**src/rtl/alarm_fsm.sv**
```systemverilog
`default_nettype none
// alarm_fsm: vehicle anti-theft controller with four programmable delays.
// It drives an external countdown timer and produces the siren, status LED and debug state.
module alarm_fsm #(
   parameter logic [25:0] BLINK_HALF   = 26'd52_000_000,
   parameter logic [3:0]  T_ARM_DEF    = 4'd6,
   parameter logic [3:0]  T_DRIVER_DEF = 4'd8,
   parameter logic [3:0]  T_PASS_DEF   = 4'd15,
   parameter logic [3:0]  T_ALARM_DEF  = 4'd10
) (
   input  logic       clk_104mhz,
   input  logic       reset,
   input  logic       ignition,
   input  logic       driver_door,
   input  logic       passenger_door,
   input  logic       reprogram,
   input  logic       prog_we,
   input  logic [1:0] prog_sel,
   input  logic [3:0] prog_val,
   input  logic       expired,
   output logic       start_timer,
   output logic [3:0] value,
   output logic       siren,
   output logic       status_led,
   output logic [2:0] state_out
);

   localparam logic [2:0] ARMED           = 3'd0;
   localparam logic [2:0] TRIGGERED       = 3'd1;
   localparam logic [2:0] SOUND_ALARM     = 3'd2;
   localparam logic [2:0] ALARM_HOLD      = 3'd3;
   localparam logic [2:0] DISARMED        = 3'd4;
   localparam logic [2:0] WAIT_DOOR_OPEN  = 3'd5;
   localparam logic [2:0] WAIT_DOOR_CLOSE = 3'd6;
   localparam logic [2:0] ARM_DELAY       = 3'd7;

   logic [2:0]  state;
   logic [2:0]  next_state;
   logic [3:0]  t_arm;
   logic [3:0]  t_drv;
   logic [3:0]  t_pass;
   logic [3:0]  t_alarm;
   logic [25:0] blink_cnt;
   logic [25:0] blink_next;
   logic        start_next;
   logic [3:0]  value_next;
   logic        siren_next;
   logic        led_next;
   logic        exp_ok;
   logic        door_open;

   // An expired pulse coinciding with our own start pulse belongs to the previous countdown.
   assign exp_ok    = expired & ~start_timer;
   assign door_open = driver_door | passenger_door;
   assign state_out = state;

   always_ff @(posedge clk_104mhz or posedge reset) begin
      if (reset) begin
         state       <= ARMED;
         start_timer <= 1'b0;
         value       <= 4'd0;
         siren       <= 1'b0;
         status_led  <= 1'b0;
         blink_cnt   <= 26'd0;
      end else begin
         state       <= next_state;
         start_timer <= start_next;
         value       <= value_next;
         siren       <= siren_next;
         status_led  <= led_next;
         blink_cnt   <= blink_next;
      end
   end

   always_ff @(posedge clk_104mhz or posedge reset) begin
      if (reset) begin
         t_arm   <= T_ARM_DEF;
         t_drv   <= T_DRIVER_DEF;
         t_pass  <= T_PASS_DEF;
         t_alarm <= T_ALARM_DEF;
      end else if (reprogram && prog_we) begin
         case (prog_sel)
            2'd0:    t_arm   <= prog_val;
            2'd1:    t_drv   <= prog_val;
            2'd2:    t_pass  <= prog_val;
            default: t_alarm <= prog_val;
         endcase
      end
   end

   always_comb begin
      next_state = state;
      start_next = 1'b0;
      value_next = value;
      if (reprogram) begin
         next_state = ARMED;
      end else begin
         case (state)
            ARMED: begin
               if (driver_door) begin
                  next_state = TRIGGERED;
                  start_next = 1'b1;
                  value_next = t_drv;
               end else if (passenger_door) begin
                  next_state = TRIGGERED;
                  start_next = 1'b1;
                  value_next = t_pass;
               end
            end
            TRIGGERED: begin
               if (ignition)    next_state = DISARMED;
               else if (exp_ok) next_state = SOUND_ALARM;
            end
            SOUND_ALARM: begin
               if (ignition) begin
                  next_state = DISARMED;
               end else if (!door_open) begin
                  next_state = ALARM_HOLD;
                  start_next = 1'b1;
                  value_next = t_alarm;
               end
            end
            ALARM_HOLD: begin
               if (ignition)       next_state = DISARMED;
               else if (door_open) next_state = SOUND_ALARM;
               else if (exp_ok)    next_state = ARMED;
            end
            DISARMED: begin
               if (!ignition) next_state = WAIT_DOOR_OPEN;
            end
            WAIT_DOOR_OPEN: begin
               if (ignition)         next_state = DISARMED;
               else if (driver_door) next_state = WAIT_DOOR_CLOSE;
            end
            WAIT_DOOR_CLOSE: begin
               if (ignition) begin
                  next_state = DISARMED;
               end else if (!driver_door) begin
                  next_state = ARM_DELAY;
                  start_next = 1'b1;
                  value_next = t_arm;
               end
            end
            ARM_DELAY: begin
               if (ignition)       next_state = DISARMED;
               else if (door_open) next_state = WAIT_DOOR_CLOSE;
               else if (exp_ok)    next_state = ARMED;
            end
            default: next_state = ARMED;
         endcase
      end
   end

   always_comb begin
      siren_next = (next_state == SOUND_ALARM) || (next_state == ALARM_HOLD);
      blink_next = 26'd0;
      led_next   = 1'b0;
      if (next_state == ARMED) begin
         // Entering ARMED (including via reprogram) restarts the blink phase with the LED off.
         if ((state != ARMED) || reprogram) begin
            blink_next = 26'd0;
            led_next   = 1'b0;
         end else if (blink_cnt == BLINK_HALF - 26'd1) begin
            blink_next = 26'd0;
            led_next   = ~status_led;
         end else begin
            blink_next = blink_cnt + 26'd1;
            led_next   = status_led;
         end
      end else begin
         led_next = (next_state == TRIGGERED) || (next_state == SOUND_ALARM) ||
                    (next_state == ALARM_HOLD);
      end
   end

endmodule
`default_nettype wire

```
**config.mk**
```make
export PLATFORM = sky130hd
export DESIGN_NAME = alarm_fsm
export DESIGN_NICKNAME = d
export VERILOG_FILES = /design/src/rtl/alarm_fsm.sv
export SDC_FILE = /design/constraint.sdc
export NUM_CORES = 1
export LEC_CHECK = 0
export CAP_MARGIN = 20
export CORE_MARGIN = 1.5
export CORE_UTILIZATION = 25
export CTS_CLUSTER_SIZE = 24
export DETAILED_ROUTE_END_ITERATION = 12
export PLACE_DENSITY = 0.52
export RECOVER_POWER = 25
export SETUP_SLACK_MARGIN = 0.1
export SYNTH_ARGS = -nofsm -noshare
export SYNTH_HDL_FRONTEND = slang
export SYNTH_SLANG_ARGS = --single-unit
```
**constraint.sdc**
```tcl
create_clock -name clk_104mhz -period 2.9 [get_ports clk_104mhz]
set_clock_uncertainty 0.2 [all_clocks]
set_input_delay 0.435 -clock clk_104mhz [delete_from_list [all_inputs] [get_ports clk_104mhz]]
set_output_delay 0.435 -clock clk_104mhz [all_outputs]
set_load 0.01 [all_outputs]
```
### After elaboration in Yosys (flattened, before gate mapping)

Cells that the tools add are included.

| cells by class | value |
|---|---|
| equal/unequal tests | 19 |
| div/mod/pow operators | 0 |
| add/sub/neg operators | 1 |
| reductions and logical operators | 16 |
| $lt $le $gt $ge | 0 |
| bitwise gates (word level) | 6 |
| mux-type cells | 39 |
| shift operators | 0 |
| multipliers | 0 |

Operators by type and width:

| operator | count |
|---|---|
| 26-bit 2-to-1 mux | 3 |
| 3-bit 2-to-1 mux | 17 |
| 26-bit by 1-bit adder with 26-bit output, second input constant | 1 |
| 26-bit equality test, second input constant | 1 |
| 4-bit 2-to-1 mux | 6 |
| 3-bit one-hot mux with 8 select lines | 1 |
| 3-bit by 2-bit equality test with 1-bit output, second input constant | 4 |
| 3-bit equality test, second input constant | 4 |
| 4-bit one-hot mux with 3 select lines | 1 |
| 1-bit 2-to-1 mux | 10 |
| 2-bit != test, second input constant | 4 |
| 2-bit AND reduction | 4 |
| 7-bit AND reduction | 1 |
| 3-bit by 1-bit equality test with 1-bit output, second input constant | 2 |
| 3-bit zero test | 2 |
| 3-bit nonzero test | 2 |
| 1-bit logical OR | 4 |
| 1-bit inverter | 4 |
| 3-bit by 1-bit != test with 1-bit output, second input constant | 1 |
| 3-bit != test, second input constant | 1 |
| 1-bit one-hot mux with 3 select lines | 1 |
| 3-bit OR reduction | 1 |
| 2-bit by 1-bit equality test with 1-bit output, second input constant | 1 |
| 2-bit equality test, second input constant | 1 |
| other kinds (4) | 4 |

| storage, ports and cells | value |
|---|---|
| bits in read-only memories | 0 |
| input bits | 14 |
| memory bits (writable) | 0 |
| logic and storage cells | 91 |
| memories | 0 |
| output and inout bits | 10 |
| flip-flop bits (word level) | 52 |
| bits in latches | 0 |

### Logic depth before layout (Yosys ltp)

| logic depth | value |
|---|---|
| depth in word-level cells | 11 |
| mapped depth | 8 |
| gate-level depth less buffers | 6 |

### Worst setup path after synthesis

No wires, ideal clock.

| timing path | value |
|---|---|
| path type | register -> register |
| from | register blink_cnt[15] |
| to | register status_led |
| setup slack | 0.950 ns |
| required time | 2.580 ns |
| cell stages (with the launch flop) | 6 |
| data arrival time | 1.630 ns |
| setup time | 0.120 ns |
| path buffers | 0 |
| clock period less this slack | 1.950 ns |
| cells stage by stage | dfrtp_1 > or4b_1 > nor4_2 > nand4_2 > xnor2_1 > a31o_2 |

| on the way | value |
|---|---|
| longest elaborated chain between the ends | 2 |

Ends and longest elaborated chain:

| element | line | source |
|---|---|---|
| from (decl) | 43 | `logic [25:0] blink_cnt;` |
| from (signal assigned) | 71 | `blink_cnt <= blink_next;` |
| 26-bit equality test | 163 | `end else if (blink_cnt == BLINK_HALF - 26'd1) begin` |
| 3-bit by 1-bit != test with 1-bit output (no source line) | -- |  |
| to (signal assigned) | 70 | `status_led <= led_next;` |
| to (decl) | 24 | `output logic status_led,` |

No other way between the ends.
A chain may end at the register's enable or synchronous reset.

### Worst setup path in the final report

| timing path | value |
|---|---|
| from | register state[2] (netlist: state_out[2]) |
| to | register blink_cnt[1] |

| on the way | value |
|---|---|
| longest elaborated chain between the ends | 7 |
| elaborated cells on any way between the ends | 31 |
| classes of those cells | eq/ne (7); mux (20); reduce/logical (4) |

Ends and longest elaborated chain:

| element | line | source |
|---|---|---|
| from (decl) | 37 | `logic [2:0] state;` |
| from (signal assigned) | 66 | `state <= next_state;` |
| 3-bit 2-to-1 mux | 126, 147 |  |
| 3-bit 2-to-1 mux, on equally long branches | 146, 125 |  |
| 3-bit 2-to-1 mux, on equally long branches | 145, 124 |  |
| 3-bit one-hot mux with 8 select lines | 98 | `case (state)` |
| 3-bit 2-to-1 mux | 95 | `if (reprogram) begin` |
| 3-bit zero test | 158 | `if (next_state == ARMED) begin` |
| 26-bit 2-to-1 mux * | 158 |  |
| net blink_next[1] | 44 | `logic [25:0] blink_next;` |

Mark *: on every way through the listed nets, which the timed path passes. The rest lies on a longest branch.

==> impl_metrics.ini <==
[outcome]
status = completed

[synth]
yosys.area.top_type = dfrtp_1
syn_nets = 258
yosysMostFrequentCell = dfrtp_1
ys.flop_type = dfrtp_1
synth_cells = 243
synth-simple-area-share = 0.218
synth-compound-area-share = 0.0698
synthDistinctLibCells = 41
synth_edf_count = 0
netlist_area_sq_mm = 0.00258
async_reset_ff_frac = 1.00
ys_ff_latch = 52
yosysWarnings = 0
netlist.area_leader.share = 0.417
synthTopCellsByCount = dfrtp_1, nor2_1, xnor2_1, mux2_2, nand2_1
yosysSeqAreaShare = 0.509
synth_area_leaders = dfrtp_1, dfstp_2, mux2_2, xnor2_1, nor2_1
syn_avg_cell_area_sq_um = 10.6
synth_top_family_by_area = simple AND/OR/NAND/NOR gates
synth_mux_area_frac = 0.0854
synth_xor_area_frac = 0.0849
synth_fa_ha_area_frac = 0.00485

[critical_path]
critical_path_required_ns = 2.92
cp-endpoint = blink_cnt[1]$_DFF_PP0_
crit_path_start = state_out[2]$_DFF_PP0_
regToRegEndpoint = blink_cnt[1]$_DFF_PP0_
path_buf_inv = 0
critPathMaxFanout = 26
r2r_slack_ns = 0.68
crit_family = simple AND/OR/NAND/NOR gates
rr_startpoint = state_out[2]$_DFF_PP0_
crit_path_start_kind = register
r2r_cells = 4
worstPathArrival_ns = 2.25
cp_num_cells = 4
max_stage_delay_ns = 0.54
end_kind = register
slowest_stage = dfrtp_1
path_cells = or2_4 -> nor3_1 -> nand4_4 -> nor2_1
worstSetupPathType = reg2reg

[floorplanning]
die_w_microns = 105
fp.coreArea_sq_mm = 0.00991
start_util = 0.260
dieHeight_microns = 105
num_rows = 36
pin_count = 24
die-area_sq_mm = 0.0109

[global_route]
grt_pass1_vias = 1868
antenna_found_initial = 0
grtUsageTotal = 0.101
grt_pass1_wl_microns = 8910
grt_max_degree = 27
grt.overflow.total = 0

[placement]
dp.cells = 396
dpl.hpwl_microns = 3680
finalWeightedCongestion = 0.790
io_buffer_count = 23

[power]
peakVddDrop_v = 0.000178
clkPwrFrac = 0.267
seqPwrFrac = 0.546
power_leakage_nw = 1.20
swShare = 0.263
internal_power_mw = 1.20
power.density_mw_per_mm2 = 532
p_sw_mw = 0.427
p_comb_frac = 0.188

[sta]
hold_viol = 0
layout_min_cycle_time_ns = 2.22
rsz0062_at_grt = false
finalSetupTns_ns = 0
slew_headroom = 0.448
maxSlewViolCount = 0
worstMarginPinSlew_ns = 0.827
period_share = 0.766
max_freq_mhz = 450
finalSetupViolations = 0

[clock_tree]
clock_sinks = 52
ctsResizeCount = 0
postCtsHoldBufs = 0
cts_tree = built
clkTransAtPathRegs_ns = 0.09
numCtsBuffers = 5
cts_setup_buffers = 0
clk-insertion-delay-late_ns = 0.31
cts_max_level = 2
clock_path_buffers = 2
clockRootBuffer = clkbuf_8

[final_layout]
seq_area_sq_mm = 0.00131
areaGrowthSynthToFinish_pct = 18.3
final-instance-count-excl-fill = 404
num-nets-final = 285
diodes = 0
multi_input_area_sq_mm = 0.00119
final_layout_size_suffix_gt1_frac = 0.155
n_fill_cell = 1018

[drt]
vias = 1823
drt-vias-per-instance = 4.51
route.antenna.remaining_nets = 0
routed_wl_microns = 5100
wl_per_cell_microns = 12.6
dr.pass1.iters = 4
drc = 0
drt-initial-drc-count = 66

[hold_path]
hold_path.class = reg2reg

[run]
drv_cap = 0
==> worst reg2reg max path, stage by stage, from the launching register on <==
cell and delay (ns):
dfrtp_1 0.54, or2_4 0.34, nor3_1 0.40, nand4_4 0.45, nor2_1 0.22
==> cells in the final DEF, fill, tap and decap left out, drive strengths merged, types with 8 or more instances in the layout <==
cell,instances
a211oi,9
and3,8
clkdlybuf4s50,22
dfrtp,43
dfstp,9
inv,8
mux2,16
nand2,16
nand3,8
nor2,36
nor3,10
xnor2,19
==> stage by stage <==
stage	cell area (sq um)	hold WS, ns	utilization	worst slack (ns)	total power, mW
after floorplan	2580	0.222	-	0.950	1.07
after global placement	2960	0.246	0.299	0.395	1.21
after detailed placement	2960	0.250	0.299	0.337	1.21
after CTS	3060	0.263	0.308	0.635	1.65
after global routing	3050	0.278	0.308	0.492	1.71
final	3050	0.257	0.308	0.679	1.62
==> kinds of logic after synthesis <==
family          count (synthesis)
compound gates                 23
buf+inv                        15
mux                            20
xor+xnor                       25
flops                          52
simple gates                  107
fa+ha+maj                       1
==> layout make-up <==
type / instances / share of cell area
multi-input combinational: 176 / 0.391
clock buffer: 6 / 0.0271
timing repair buffer: 27 / 0.0841
clock inverter: 2 / 0.00328
sequential: 52 / 0.430
inverter: 8 / 0.00984
tap: 133 / 0.0545
==> power by group through the flow <==
stage / Clock [mW] / Sequential, mW / Combinational, mW
after floorplan: 0 / 0.904 / 0.168
after global placement: 0 / 0.899 / 0.310
after detailed placement: 0 / 0.902 / 0.311
after CTS: 0.453 / 0.887 / 0.312
after global routing: 0.473 / 0.900 / 0.335
final: 0.433 / 0.887 / 0.305
==> registers in the layout (all words and copies together), names as in the netlist <==
| name | count |
|---|---|
| blink_cnt | 26 |
| t_alarm | 4 |
| t_arm | 4 |
| t_drv | 4 |
| t_pass | 4 |
| value | 4 |
| state_out | 3 |
| siren | 1 |
| start_timer | 1 |
| status_led | 1 |
==> layer usage <==
layer / global-route usage / vias up / wire length, microns
li1: - / 902 / -
met1: 0.139 / 880 / 2610
met2: 0.159 / 34 / 2290
met3: 0.0156 / 7 / 125
met4: 0.0382 / 0 / 71
met5: 0 / - / 0
==> how the worst min path moves through the flow <==
stage	from	endpoint	slack, ns	cells past startpoint
2_1_floorplan	blink_cnt[0]$_DFF_PP0_	blink_cnt[0]$_DFF_PP0_	0.22	1
3_3_place_gp	blink_cnt[0]$_DFF_PP0_	blink_cnt[0]$_DFF_PP0_	0.25	1
3_5_place_dp	blink_cnt[0]$_DFF_PP0_	blink_cnt[0]$_DFF_PP0_	0.25	1
4_1_cts	blink_cnt[0]$_DFF_PP0_	blink_cnt[0]$_DFF_PP0_	0.26	1
5_1_grt	blink_cnt[0]$_DFF_PP0_	blink_cnt[0]$_DFF_PP0_	0.28	1
6_report	blink_cnt[0]$_DFF_PP0_	blink_cnt[0]$_DFF_PP0_	0.26	1
Note: power is estimated with default switching activity, not from simulation.
==> RTL edit: new RTL, config.mk and constraints unchanged <==
The output `siren` loses its register stage (`siren` becomes a continuous assignment).
--- a/src/rtl/alarm_fsm.sv
+++ b/src/rtl/alarm_fsm.sv
@@ -59,18 +59,18 @@
          state       <= ARMED;
          start_timer <= 1'b0;
          value       <= 4'd0;
-         siren       <= 1'b0;
          status_led  <= 1'b0;
          blink_cnt   <= 26'd0;
       end else begin
          state       <= next_state;
          start_timer <= start_next;
          value       <= value_next;
-         siren       <= siren_next;
          status_led  <= led_next;
          blink_cnt   <= blink_next;
       end
    end
+
+   assign siren = siren_next;
 
    always_ff @(posedge clk_104mhz or posedge reset) begin
       if (reset) begin
Function: changed (Yosys sat finds a counterexample within 4 cycles, from zero or initial values and one cycle with reset high).
==> RTL edit against the unedited design <==
Area after synthesis rose by 3.2%; combinational power increased by 17%; fmax is 16% lower; cell area increased by 4.0%; critical path type is now input pin to primary output; non-clock buffer count is 4 higher; sequential cell count is 1 lower; setup slack lost 0.41 ns; routed wire length rose by 8.3%; power up 3.5%; hold slack gained 0.050 ns; first-iteration DRC count shrank 38%; synthesized cell count grew 2.5%.
==> RTL edit: results (changes against the unedited design) <==
<table>
<tr><th>Metric</th><th>Value</th></tr>
<tr><th colspan="2">Logic synthesis</th></tr>
<tr><td>Adder-cell share of the synthesized area</td><td>0.470% (-0.015 points)</td></tr>
<tr><td>Avg Inst Size Synth</td><td>10.7 um2 (+0.76%)</td></tr>
<tr><td>Synth Area in XOR/XNOR</td><td>7.56% (-0.92 points)</td></tr>
<tr><td>Dominant cells by area after synthesis</td><td>sky130_fd_sc_hd__dfrtp_1, sky130_fd_sc_hd__dfstp_2, sky130_fd_sc_hd__mux2_2, sky130_fd_sc_hd__xor2_1, sky130_fd_sc_hd__nor3_1</td></tr>
<tr><td>Compound-Gate Fraction of Synth Area</td><td>5.26% (-1.7 points)</td></tr>
<tr><td>Part of the Yosys area used for sequential elements</td><td>48.3% (-2.5 points)</td></tr>
<tr><th colspan="2">Drt</th></tr>
<tr><td>Final Routed Wirelength</td><td>5.52 mm (+8.3%)</td></tr>
<tr><td>Vias per inst</td><td>4.58 (+1.5%)</td></tr>
<tr><td>Wire length per cell</td><td>13.3 um (+5.6%)</td></tr>
<tr><th colspan="2">Power</th></tr>
<tr><td>Power Internal</td><td>1.23 mW (+2.8%)</td></tr>
<tr><td>Sw Share</td><td>26.8% (+0.51 points)</td></tr>
<tr><td>Seq group</td><td>0.868 mW (-2%)</td></tr>
<tr><td>Fraction of power consumed by the clock network</td><td>27.1% (+0.4 points)</td></tr>
<tr><th colspan="2">Critical path</th></tr>
<tr><td>Crit path max-delay cell type</td><td>sky130_fd_sc_hd__clkdlybuf4s50_1</td></tr>
<tr><td>Worst R2R Setup Slack</td><td>0.62 ns (-0.06 ns)</td></tr>
<tr><td>Crit-path max cell delay</td><td>0.46 ns (-0.08 ns)</td></tr>
<tr><td>Highest net fanout along the worst path</td><td>2 (-92%)</td></tr>
<tr><th colspan="2">Placed design</th></tr>
<tr><td>Detailed Place HPWL</td><td>3.84 mm (+4.3%)</td></tr>
<tr><td>Cell area after placement</td><td>0.00309 mm2 (+4.3%)</td></tr>
<tr><th colspan="2">GRT</th></tr>
<tr><td>Via count of the first global-routing pass</td><td>2,033 (+8.8%)</td></tr>
<tr><td>Global-route wire length before repair</td><td>9.76 mm (+9.5%)</td></tr>
<tr><td>Gr usage total</td><td>10.7% (+0.62 points)</td></tr>
<tr><th colspan="2">STA</th></tr>
<tr><td>Worst slack on hold paths</td><td>0.307 ns (+0.0497 ns)</td></tr>
<tr><td>Final critical-path setup slack</td><td>0.269 ns (-0.409 ns)</td></tr>
<tr><td>Slew at the pin with the worst max-slew slack</td><td>1.06 ns (+0.232 ns)</td></tr>
<tr><th colspan="2">Layout</th></tr>
<tr><td>Share of final-layout standard cells stronger than drive strength 1</td><td>21.9% (+6.4 points)</td></tr>
<tr><td>Final layout net count</td><td>292 (+2.5%)</td></tr>
<tr><th colspan="2">Run status</th></tr>
<tr><td>Outcome</td><td>complete, no violations</td></tr>
</table>
RTL edit: path summary, 6_finish.rpt:
path	from	end	cells past startpoint
max in group asynchronous	reset	blink_cnt[25]$_DFF_PP0_	3
worst min-delay path	t_alarm[0]$_DFFE_PP0P_	t_alarm[0]$_DFFE_PP0P_	1
min in group asynchronous	reset	t_alarm[0]$_DFFE_PP0P_	2
worst min register to register	t_alarm[0]$_DFFE_PP0P_	t_alarm[0]$_DFFE_PP0P_	1
worst max-delay path	expired	siren	6
worst max register to register	blink_cnt[0]$_DFF_PP0_	blink_cnt[20]$_DFF_PP0_	6
RTL edit: cell families after synthesis:
logic type | count (synthesis)
adder cells (fa/ha/maj) | 1
buffers and inverters | 18
multiplexers | 26
AND/OR/NAND/NOR | 107
XOR/XNOR | 23
flip-flops | 51
AO/OA/AOI/OAI | 23
RTL edit: per-layer routing:
metal	vias to the layer above	part of all wire (%)	GRT usage [%]
met1	926	51	14.2
met5	-	0	0
met3	5	2.1	1.84
li1	942	-	-
met2	23	46	17.7
met4	0	1.2	3.09
RTL edit: layout make-up:
| type | instances | area, um2 | area share (%) |
|---|---|---|---|
| sequential | 51 | 1290 | 40.6 |
| clock buffer | 8 | 100 | 3.15 |
| multi-input combinational | 180 | 1290 | 40.6 |
| timing repair buffer | 31 | 299 | 9.42 |
| inverter | 8 | 30.0 | 0.946 |
| tap | 136 | 170 | 5.36 |
RTL edit: critical path, delay by kind of cell:
family                 cells  cell delay, ns
AOI/OAI and AO/OA          2            0.26
buffers and inverters      2            0.74
and+or+nand+nor            2            0.56
RTL edit: timing repair:
item                                    CTS  global route
endpoints found under the setup margin    1             0
setup buffers                             0             0
resized for setup                         1             0
